$ cat src/rtl/mux_src_arbiter.sv
// Two-source round-robin arbiter with a burst cap, steering the shared registered
// 2:1 operand mux into a single output slot with a valid/ready handshake.
module mux_src_arbiter #(
  parameter int DATA_W = 32,
  parameter int BURST  = 4
) (
  input  logic              clk,
  input  logic              rst_n,
  input  logic              req0,
  input  logic [DATA_W-1:0] data0,
  output logic              gnt0,
  input  logic              req1,
  input  logic [DATA_W-1:0] data1,
  output logic              gnt1,
  output logic              out_valid,
  input  logic              out_ready,
  output logic [DATA_W-1:0] out_data,
  output logic              out_src
);

  localparam logic [3:0] BURST_CAP = 4'(BURST);

  typedef enum logic {
    S_EMPTY = 1'b0,
    S_FULL  = 1'b1
  } slotState_t;

  slotState_t        r_state;
  slotState_t        w_nextState;
  logic              r_last;
  logic [3:0]        r_run;
  logic [DATA_W-1:0] r_data;
  logic              r_src;

  logic              w_slotFree;
  logic              w_accept;
  logic              w_winner;
  logic [3:0]        w_runNext;

  // Arbitration: the previous winner keeps the slot only while its run is under
  // the cap and the other side is also asking; a lone requester always wins.
  always_comb begin
    w_nextState = r_state;
    w_slotFree  = (r_state == S_EMPTY) || out_ready;
    w_accept    = w_slotFree && (req0 || req1);
    w_winner    = req1;
    w_runNext   = r_run;

    if (req0 && req1) begin
      w_winner = (r_run < BURST_CAP) ? r_last : !r_last;
    end

    if (w_winner == r_last) begin
      w_runNext = (r_run >= BURST_CAP) ? BURST_CAP : r_run + 4'd1;
    end else begin
      w_runNext = 4'd1;
    end

    if (w_accept) begin
      w_nextState = S_FULL;
    end else if ((r_state == S_FULL) && out_ready) begin
      w_nextState = S_EMPTY;
    end

    gnt0 = rst_n && w_accept && !w_winner;
    gnt1 = rst_n && w_accept && w_winner;
  end

  always_ff @(posedge clk or negedge rst_n) begin
    if (!rst_n) begin
      r_state <= S_EMPTY;
    end else begin
      r_state <= w_nextState;
    end
  end

  // Word, source tag and fairness history only move when a word is accepted.
  always_ff @(posedge clk or negedge rst_n) begin
    if (!rst_n) begin
      r_data <= '0;
      r_src  <= 1'b0;
      r_last <= 1'b0;
      r_run  <= 4'd0;
    end else if (w_accept) begin
      r_data <= w_winner ? data1 : data0;
      r_src  <= w_winner;
      r_last <= w_winner;
      r_run  <= w_runNext;
    end
  end

  assign out_valid = (r_state == S_FULL);
  assign out_data  = r_data;
  assign out_src   = r_src;

endmodule

$ cat config.mk
export PLATFORM = sky130hd
export DESIGN_NAME = mux_src_arbiter
export DESIGN_NICKNAME = d
export VERILOG_FILES = /design/src/rtl/mux_src_arbiter.sv
export SDC_FILE = /design/constraint.sdc
export NUM_CORES = 1
export LEC_CHECK = 0
export ABC_CLOCK_PERIOD_IN_PS = 1600
export BUFFER_PORTS_ARGS = -buffer_cell sky130_fd_sc_hd__buf_2
export CAP_MARGIN = 10
export CORE_MARGIN = 2
export CORE_UTILIZATION = 42
export CTS_CLUSTER_DIAMETER = 50
export DETAILED_ROUTE_END_ITERATION = 8
export GPL_ROUTABILITY_DRIVEN = 0
export HOLD_SLACK_MARGIN = 0.1
export PLACE_DENSITY = 0.76
export SLEW_MARGIN = 40
export SYNTH_ARGS = -nofsm -noshare
export SYNTH_HDL_FRONTEND = slang
export SYNTH_SLANG_ARGS = --single-unit
$ cat constraint.sdc
create_clock -name clk -period 1.6 [get_ports clk]
set_input_delay 0.16 -clock clk [delete_from_list [all_inputs] [get_ports clk]]
set_output_delay 0.16 -clock clk [all_outputs]
set_load 0.01 [all_outputs]
==> flow_summary.ini, run 1 <==
[floorplanning]
die_w_um = 76.7
die_area_sq_um = 5880
initial_utilization_pct = 43.4
ios = 105
die_h_um = 76.7
rows = 26
core_sq_um = 5110

[synthesis]
synth_common_cells = dfrtp_1 (38), a21oi_1 (34), a31oi_1 (34), o31ai_1 (33), nand4_1 (32)
avgSynthCellArea_sq_um = 9.47
synth-edff-count = 0
yosysTopAreaCell = dfrtp_1
synth_nets = 304
synthFlopType = dfrtp_1
synth_most_common_cell = dfrtp_1
synthArstFlopShare_pct = 100
ys_seq_area_share_pct = 42.9
synth_xor_area_share_pct = 0
synth_mux_area_share_pct = 1.58
netlist_area_sq_um = 2220
synth_fa_ha_area_share_pct = 0.564
ys.warnings.count = 0
synth_top_area_share_pct = 42.9
synth-simple-area-share_pct = 14.4
synth_cell_types = 31
ys_seq_elements = 38
syn_inst = 234
synth_top_family_by_area = compound AO/OA/AOI/OAI gates
synth_compound_area_share_pct = 30.8
synth_area_leaders = dfrtp_1 (43%), o31ai_1 (11%), a31oi_1 (9.6%)

[setup_path]
slowest_delay_ns = 0.42
crit_family = flip-flops
crit_path_max_fanout = 3
crit_type = reg -> out
start_kind = register
crit_slowest_cell = dfrtp_2
cp_cell_sequence = buf_4 > o211a_4 > nor3_4 > and3_1 > buf_2
crit_arrival_ns = 1.55
cp-end-kind = output port
crit_buf_inv = 2
worstPathRequired_ns = 1.44

[power]
switching_share_pct = 35.7
power.share.sequential_pct = 36.2
p_clk_share_pct = 22.6
pwr-share-comb_pct = 41.2
p_sw_mw = 1.33
internal_power_mw = 2.39
p_leak_nw = 1.37
ir_worst_vdd_v = 0.000443
power-per-cell-area_nw_per_um2 = 1240

[timing]
drv_slew = 0
setup_slack_ns = -0.111
min_period_ns = 1.71
skew_ns = 0.0105
tightest_slew_ns = 0.379
finalCritPeriodShare_pct = 107
finalHoldViolCount = 0
setup_viol = 34
fmaxAchievable_ghz = 0.584
slew_headroom_pct = 74.7
rsz0062_at_grt = yes
finalSetupTns_ns = -1.92

[clocking]
clkTransAtPathRegs_ns = 0.08
clock_sinks = 38
cts_buffers = 5
htree_levels = 2
cts_root_buf = clkbuf_8
ctsLongestPathBuffers = 2
tritoncts = built
clk_latency_ns = 0.29

[route]
wl_met1_mm = 3.07
vias = 2427
avgViaCountPerCell = 5.99
dr.pass1.iters = 4
avgRoutedWirePerCell_um = 17.4
antenna_left = 0
drt_wl_total_mm = 7.04
drc = 0
wl_met2_mm = 3.38
drt_iter0_drc = 124
wl_met3_um = 476
top_layer = met4

[placement]
pre_cts_ws_ns = 0.0236
hpwl_mm = 4.67
io_buffers = 104

[layout]
seq_area_sq_um = 955
nNetsFinal = 405
multi_input_area_sq_um = 1080
nFillCells = 460
syn2layout_area_growth_pct = 35.4
antenna-diode-count = 0
drive_gt1_share_pct = 43.9

[global_routing]
overflow = 0
antenna_found_initial = 0
grt_pass1_vias = 2297
grt_usage_pct = 23.9
grt_max_degree = 33
grt_first_pass_wirelength_mm = 11.2

[run_status]
outcome = finished with violations
failed_checks = setup timing

[run]
maxCapViolations = 0

[hold_path]
hold_path_class = in -> reg
-- power groups by stage --
stage	Combinational [mW]	Clock (mW)	Sequential [mW]
floorplan	0.830	0	1.40
global placement	1.31	0	1.34
detailed placement	1.34	0	1.35
CTS	1.46	0.860	1.34
global route	1.68	0.884	1.37
finish	1.53	0.840	1.34
-- cells by family (layout without fill, tap and decap cells) --
logic type | after synthesis | count (layout)
compound gates | 107 | 107
fa+ha+maj | 1 | 1
buf+inv | 37 | 138
flops | 38 | 38
mux | 3 | 3
simple gates | 48 | 48
-- cell usage in the layout, fill, tap and decap left out, types with 2 or more instances in the layout --
| master | count |
|---|---|
| a21oi_1 | 34 |
| a31oi_1 | 34 |
| and2_1 | 2 |
| buf_2 | 104 |
| buf_4 | 20 |
| buf_6 | 2 |
| clkbuf_8 | 6 |
| dfrtp_1 | 35 |
| dfrtp_2 | 3 |
| mux2i_1 | 2 |
| nand2b_1 | 2 |
| nand4_1 | 32 |
| o31ai_1 | 32 |
-- layer usage --
metal	GRT usage [%]	vias to the layer above
met5	0	-
met4	10.5	0
met3	3.88	8
met2	38.6	115
met1	31.7	1169
li1	-	1135
-- layout make-up --
type,instances,share of cell area (%)
Timing Repair Buffer,130,25.4
Sequential cell,38,31.8
Multi-Input combinational cell,159,36.0
Clock buffer,6,2.75
Clock inverter,1,1.00
Tap cell,70,2.92
Inverter,1,0.125
-- sequential cells by signal, indices dropped and copies added, names as in the netlist --
name / cells
out_valid: 1
out_data: 32
r_last: 1
r_run: 4
-- through the flow --
step	total power, mW	utilization [%]	instances	area [sq um]	hold WS (ns)
6_report	3.72	58.8	405	3000	0.122
3_3_place_gp	2.65	54.1	392	2760	0.0283
5_1_grt	3.94	58.8	405	3000	0.126
3_5_place_dp	2.69	54.1	392	2760	0.0304
4_1_cts	3.66	58.0	404	2960	0.116
2_1_floorplan	2.23	-	234	2220	-0.136
-- worst min-delay path, stage by stage --
cell	delay, ns
buf_2	0.10
o31ai_1	0.05
a31oi_1	0.07
-- what timing repair did --
| item | 4_1_cts | 5_1_grt |
|---|---|---|
| buffers inserted | 4 | 0 |
| resized for setup | 10 | 5 |
| endpoints found under the setup margin | 2 | 34 |
| pin swaps | 17 | 21 |
| hold buffers | 1 | 0 |
| cloned | 0 | 1 |
| endpoints found under the hold margin | 9 | 0 |
-- path summary, 6_finish.rpt --
path	slack [ns]	start	cells past startpoint	to
worst max register to register	-0.08	r_last	4	out_data[29]
worst min register to register	0.52	r_run[1]	1	r_run[1]
min in group asynchronous	0.29	rst_n	2	r_last
worst max-delay path	-0.11	r_last	5	gnt1
worst min-delay path	0.12	data0[14]	3	out_data[14]
max in group asynchronous	0.63	rst_n	3	r_run[3]
No activity file was read; power rests on OpenSTA's default activity.
==> run 2, diff against run 1 <==
--- a/config.mk
+++ b/config.mk
@@ -7,10 +7,11 @@
 export LEC_CHECK = 0
 export ABC_CLOCK_PERIOD_IN_PS = 1600
 export BUFFER_PORTS_ARGS = -buffer_cell sky130_fd_sc_hd__buf_2
-export CAP_MARGIN = 10
+export CORE_ASPECT_RATIO = 1.4
 export CORE_MARGIN = 2
 export CORE_UTILIZATION = 42
 export CTS_CLUSTER_DIAMETER = 50
+export CTS_CLUSTER_SIZE = 28
 export DETAILED_ROUTE_END_ITERATION = 8
 export GPL_ROUTABILITY_DRIVEN = 0
 export HOLD_SLACK_MARGIN = 0.1
==> run 2 against run 1 <==
  * The run still ends with setup timing left
  * Critical path type unchanged
  * Via count shrank 0.49%
  * Clock power grew 23%
  * Sequential share of layout area grew 0.54 points
  * Largest cell class unchanged
  * Highest routed layer unchanged
  * Clock skew grew 0.00064 ns
  * Wire length shrank 1.2%
  * Utilization shrank 1.3 points
  * Fmax is essentially flat
  * Setup slack gained 0.0016 ns
  * Sequential power is essentially flat
  * Die area grew 0.14%
  * Hold slack gained 0.0018 ns
==> flow_summary.ini, run 2 (synthesis results as in run 1) <==
[run_status]
outcome = finished with violations
failed_checks = setup timing

[clocking]
htree_levels = 2
ctsLongestPathBuffers = 2
clkTransAtPathRegs_ns = 0.08
clock_sinks = 38
tritoncts = built
cts_root_buf = clkbuf_8
clk_latency_ns = 0.30
cts_buffers = 5

[route]
antenna_left = 0
drt_iter0_drc = 199
drt_wl_total_mm = 6.96
avgRoutedWirePerCell_um = 17.5
dr.pass1.iters = 4
drc = 0
avgViaCountPerCell = 6.07
vias = 2415

[timing]
rsz0062_at_grt = yes
slew_headroom_pct = 75.1
finalHoldViolCount = 0
finalSetupTns_ns = -1.13
tightest_slew_ns = 0.374
min_period_ns = 1.71
finalCritPeriodShare_pct = 107
setup_slack_ns = -0.110
setup_viol = 34
skew_ns = 0.0111
fmaxAchievable_ghz = 0.585
drv_slew = 0

[floorplanning]
die_area_sq_um = 5880
rows = 31
die_h_um = 90.0
core_sq_um = 5120
initial_utilization_pct = 43.3
ios = 105
die_w_um = 65.4

[setup_path]
worstPathRequired_ns = 1.44
crit_arrival_ns = 1.55
start_kind = register
crit_path_max_fanout = 5
r2r-end = out_data[9]
crit_end = gnt1
reg2regPathDepth = 5
crit_start = r_run[2]
r2r_slack_ns = -0.05
worstReg2RegStart = r_run[3]
cp-end-kind = output port
crit_type = reg -> out

[power]
ir_worst_vdd_v = 0.000657
power-per-cell-area_nw_per_um2 = 1270
p_leak_nw = 1.36

[layout]
final_common_cell = buf_2
antenna-diode-count = 0
syn2layout_area_growth_pct = 32.8
drive_gt1_share_pct = 42.2
stdcell_count = 398
nNetsFinal = 401
layout_common_cells = buf_2 (104), dfrtp_1 (37), a21oi_1 (34), a31oi_1 (34), o31ai_1 (33)
largest_register_ffs = 32
final_core_util_pct = 57.5

[placement]
hpwl_mm = 4.75
io_buffers = 104
dp.cells = 387

[global_routing]
grt_usage_pct = 24.5
grt_pass1_vias = 2492
grt_first_pass_wirelength_mm = 11.6
antenna_found_initial = 1
overflow = 0
grt_max_degree = 33

[run]
maxCapViolations = 0

[hold_path]
hold_path_class = in -> reg
==> run 2: changes by cell type in the layout (fill, tap and decap cells not counted), sizes merged <==
cell / previous run / this run
buf: 128 / 125
bufinv: 1 / 2
clkbuf: 7 / 6
==> run 2: critical path, stage by stage (launching register included) <==
cell     delay, ns
dfrtp_2       0.45
o211a_1       0.26
nor3_4        0.22
and3_1        0.20
buf_2         0.13
==> run 2: stage by stage <==
step	instance area [sq um]	setup WS [ns]	power, mW	hold slack [ns]
after global routing	2940	-0.194	3.94	0.133
after global placement	2750	0.0458	2.64	0.0534
after CTS	2930	-0.135	3.72	0.119
final	2940	-0.110	3.72	0.124
after detailed placement	2750	0.00362	2.68	0.0554
after floorplan	2220	0.000218	2.23	-0.136
==> run 2: worst min path at each step <==
stage	endpoint	slack (ns)	cells past startpoint	start
6_report	out_data[31]	0.12	3	data0[31]
5_1_grt	out_data[24]	0.13	3	data0[24]
4_1_cts	out_data[7]	0.12	3	data0[7]
3_5_place_dp	r_last	0.06	1	rst_n
3_3_place_gp	r_last	0.05	1	rst_n
2_1_floorplan	out_data[0]	-0.14	0	rst_n
==> run 2: timing repair <==
| item | 4_1_cts | 5_1_grt |
|---|---|---|
| endpoints found under the setup margin | 5 | 34 |
| hold buffers | 1 | 0 |
| resized for setup | 4 | 2 |
| pin swaps | 19 | 0 |
| setup buffers | 3 | 0 |
| cloned | 0 | 0 |
| hold endpoints to repair | 10 | 0 |
==> run 2: metal layers <==
metal	up-vias	wire, um	global-route usage [%]	part of all wire (%)
li1	1121	-	-	-
met1	1182	2720	29.6	39
met2	103	3690	43.2	53
met3	9	444	4.38	6.4
met4	0	99	7.64	1.4
met5	-	0	0	0
==> run 2: final cells by class <==
cell class | instances | area [sq um]
clock buffers | 6 | 82.6
fillers | 498 | 2180
inverters | 1 | 3.75
repair buffers | 126 | 696
flip-flops and latches | 38 | 952
multi-input cells | 159 | 1070
clock inverters | 2 | 60.1
well taps | 66 | 82.6
==> run 2: where the power goes <==
part	switching, mW	leakage, nW	internal [mW]
Clock	0.362	0.0714	0.666
Combinational	0.784	0.858	0.570
Sequential	0.156	0.432	1.19
Total	1.30	1.36	2.42
==> run 3, diff against run 2 <==
--- a/config.mk
+++ b/config.mk
@@ -7,15 +7,17 @@
 export LEC_CHECK = 0
 export ABC_CLOCK_PERIOD_IN_PS = 1600
 export BUFFER_PORTS_ARGS = -buffer_cell sky130_fd_sc_hd__buf_2
+export CELL_PAD_IN_SITES_DETAIL_PLACEMENT = 1
+export CELL_PAD_IN_SITES_GLOBAL_PLACEMENT = 1
 export CORE_ASPECT_RATIO = 1.4
 export CORE_MARGIN = 2
-export CORE_UTILIZATION = 42
+export CORE_UTILIZATION = 30
 export CTS_CLUSTER_DIAMETER = 50
 export CTS_CLUSTER_SIZE = 28
 export DETAILED_ROUTE_END_ITERATION = 8
 export GPL_ROUTABILITY_DRIVEN = 0
 export HOLD_SLACK_MARGIN = 0.1
-export PLACE_DENSITY = 0.76
+export PLACE_DENSITY_LB_ADDON = 0.1
 export SLEW_MARGIN = 40
 export SYNTH_ARGS = -nofsm -noshare
 export SYNTH_HDL_FRONTEND = slang
==> run 3 against run 2 <==
  * The run still ends with setup timing left
  * Sequential power barely moved
  * Global-route usage fell by 3.5 points
  * Final cell count rose by 11%
  * Flip-flop and latch count did not move
  * Count of clock-buffer cells in the layout did not move
  * First-iteration DRC count fell by 36%
  * Fmax fell by 5.3%
  * Utilization fell by 10 points
  * Hold slack improved by 0.0028 ns
  * Register-to-register slack got worse by 0.12 ns
  * Via count rose by 5.8%
  * Clock skew fell by 0.0019 ns
  * Critical endpoint is now gnt0
==> flow_summary.ini, run 3 (synthesis results as in run 1) <==
[global_routing]
grt_first_pass_wirelength_mm = 13.4
grt_usage_pct = 21.0
antenna_found_initial = 0
overflow = 0
grt_max_degree = 38
grt_pass1_vias = 2571

[setup_path]
r2r_slack_ns = -0.17
crit_buf_inv = 2
cp_cell_sequence = buf_6 > nor4b_4 > nor3_4 > nor3b_2 > buf_2
slowest_delay_ns = 0.43
crit_path_max_fanout = 3
cp-end-kind = output port
crit_family = simple AND/OR/NAND/NOR gates
worstPathRequired_ns = 1.44
crit_arrival_ns = 1.64
crit_slowest_cell = dfrtp_1
crit_type = reg -> out
start_kind = register

[clocking]
htree_levels = 2
tritoncts = built
clkTransAtPathRegs_ns = 0.08
ctsLongestPathBuffers = 2
cts_buffers = 5
cts_root_buf = clkbuf_8
clk_latency_ns = 0.29
clock_sinks = 38

[route]
drt_wl_total_mm = 9.06
top_layer = met4
wl_met2_mm = 5.08
wl_met3_um = 390
antenna_left = 0
wl_met1_mm = 3.44
avgRoutedWirePerCell_um = 20.5
vias = 2556
dr.pass1.iters = 4
avgViaCountPerCell = 5.77
drc = 0
drt_iter0_drc = 127

[timing]
drv_slew = 0
setup_viol = 35
fmaxAchievable_ghz = 0.554
tightest_slew_ns = 0.677
whs_ns = 0.126
rsz0062_at_grt = yes
finalHoldViolCount = 0
setup_slack_ns = -0.204
slew_headroom_pct = 54.9
min_period_ns = 1.80
skew_ns = 0.00928
finalCritPeriodShare_pct = 113

[hold_path]
hold_path_class = in -> reg

[run_status]
outcome = finished with violations
failed_checks = setup timing

[floorplanning]
die_w_um = 76.7
ios = 105
initial_utilization_pct = 30.5
die_h_um = 106
die_area_sq_um = 8100
rows = 37
core_sq_um = 7270

[power]
power.share.sequential_pct = 32.0
p_sw_mw = 1.58
power-per-cell-area_nw_per_um2 = 1230
pwr-share-comb_pct = 48.0
internal_power_mw = 2.64
p_leak_nw = 1.48
switching_share_pct = 37.5
ir_worst_vdd_v = 0.000451
p_clk_share_pct = 20.1

[layout]
antenna-diode-count = 0
fin_area_sq_um = 3430
largest_register_ffs = 32
drive_gt1_share_pct = 50.9
layout_common_cells = buf_2 (104), dfrtp_1 (38), a21oi_1 (34), a31oi_1 (34), nand4_1 (32)
nFillCells = 861
final_common_cell = buf_2
syn2layout_area_growth_pct = 54.6
nNetsFinal = 416

[placement]
io_buffers = 104
hpwl_mm = 5.55
postPlaceCellArea_sq_um = 2790

[run]
maxCapViolations = 0
run 3: timing repair:
item | in CTS | in global routing
setup buffers | 5 | 6
hold buffers | 1 | 0
gates resized for setup | 10 | 46
pin swaps | 3 | 26
cloned | 2 | 4
setup endpoints to repair | 23 | 34
endpoints found under the hold margin | 38 | 0
run 3: power groups by stage:
| stage | registers, mW | clock network (mW) | logic (mW) |
|---|---|---|---|
| final | 1.35 | 0.846 | 2.02 |
| after global routing | 1.38 | 0.905 | 2.16 |
| after CTS | 1.34 | 0.869 | 1.55 |
| after detailed placement | 1.35 | 0 | 1.38 |
| after global placement | 1.35 | 0 | 1.37 |
| after floorplan | 1.40 | 0 | 0.830 |
run 3: metrics by stage:
stage	std cells	util (%)	setup TNS, ns	power [mW]	worst slack, ns
2_1_floorplan	234	-	0	2.23	0.000218
3_3_place_gp	418	38.4	-0.00279	2.71	-0.00279
3_5_place_dp	418	38.4	-0.0914	2.74	-0.0166
4_1_cts	433	41.5	-0.407	3.76	-0.207
5_1_grt	443	47.2	-6.68	4.44	-0.266
6_report	443	47.2	-4.65	4.22	-0.204
run 3: routing by layer:
metal,global-route usage [%],up-vias
met5,0,-
met4,4.68,0
met3,3.94,12
met2,39.1,85
met1,24.8,1293
li1,-,1166
run 3: final timing paths:
path / startpoint / end / cells past startpoint
worst max-delay path: r_run[2] / gnt0 / 5
worst min-delay path: data0[24] / out_data[24] / 3
worst max register to register: r_run[2] / out_data[10] / 7
worst min register to register: r_run[1] / r_run[1] / 1
max in group asynchronous: rst_n / out_data[12] / 3
min in group asynchronous: rst_n / out_valid / 2
run 3: layout make-up:
| type | instances | area [sq um] | area share (%) |
|---|---|---|---|
| Tap cell | 97 | 121 | 3.54 |
| Timing Repair Buffer | 139 | 898 | 26.2 |
| Clock buffer | 6 | 82.6 | 2.41 |
| Clock inverter | 1 | 30.0 | 0.876 |
| Inverter | 1 | 3.75 | 0.109 |
| Sequential cell | 38 | 951 | 27.7 |
| Multi-Input combinational cell | 161 | 1340 | 39.1 |
run 3: worst min-delay path: stages:
cell and delay (ns):
buf_2 0.10, o31ai_1 0.05, a31oi_1 0.07
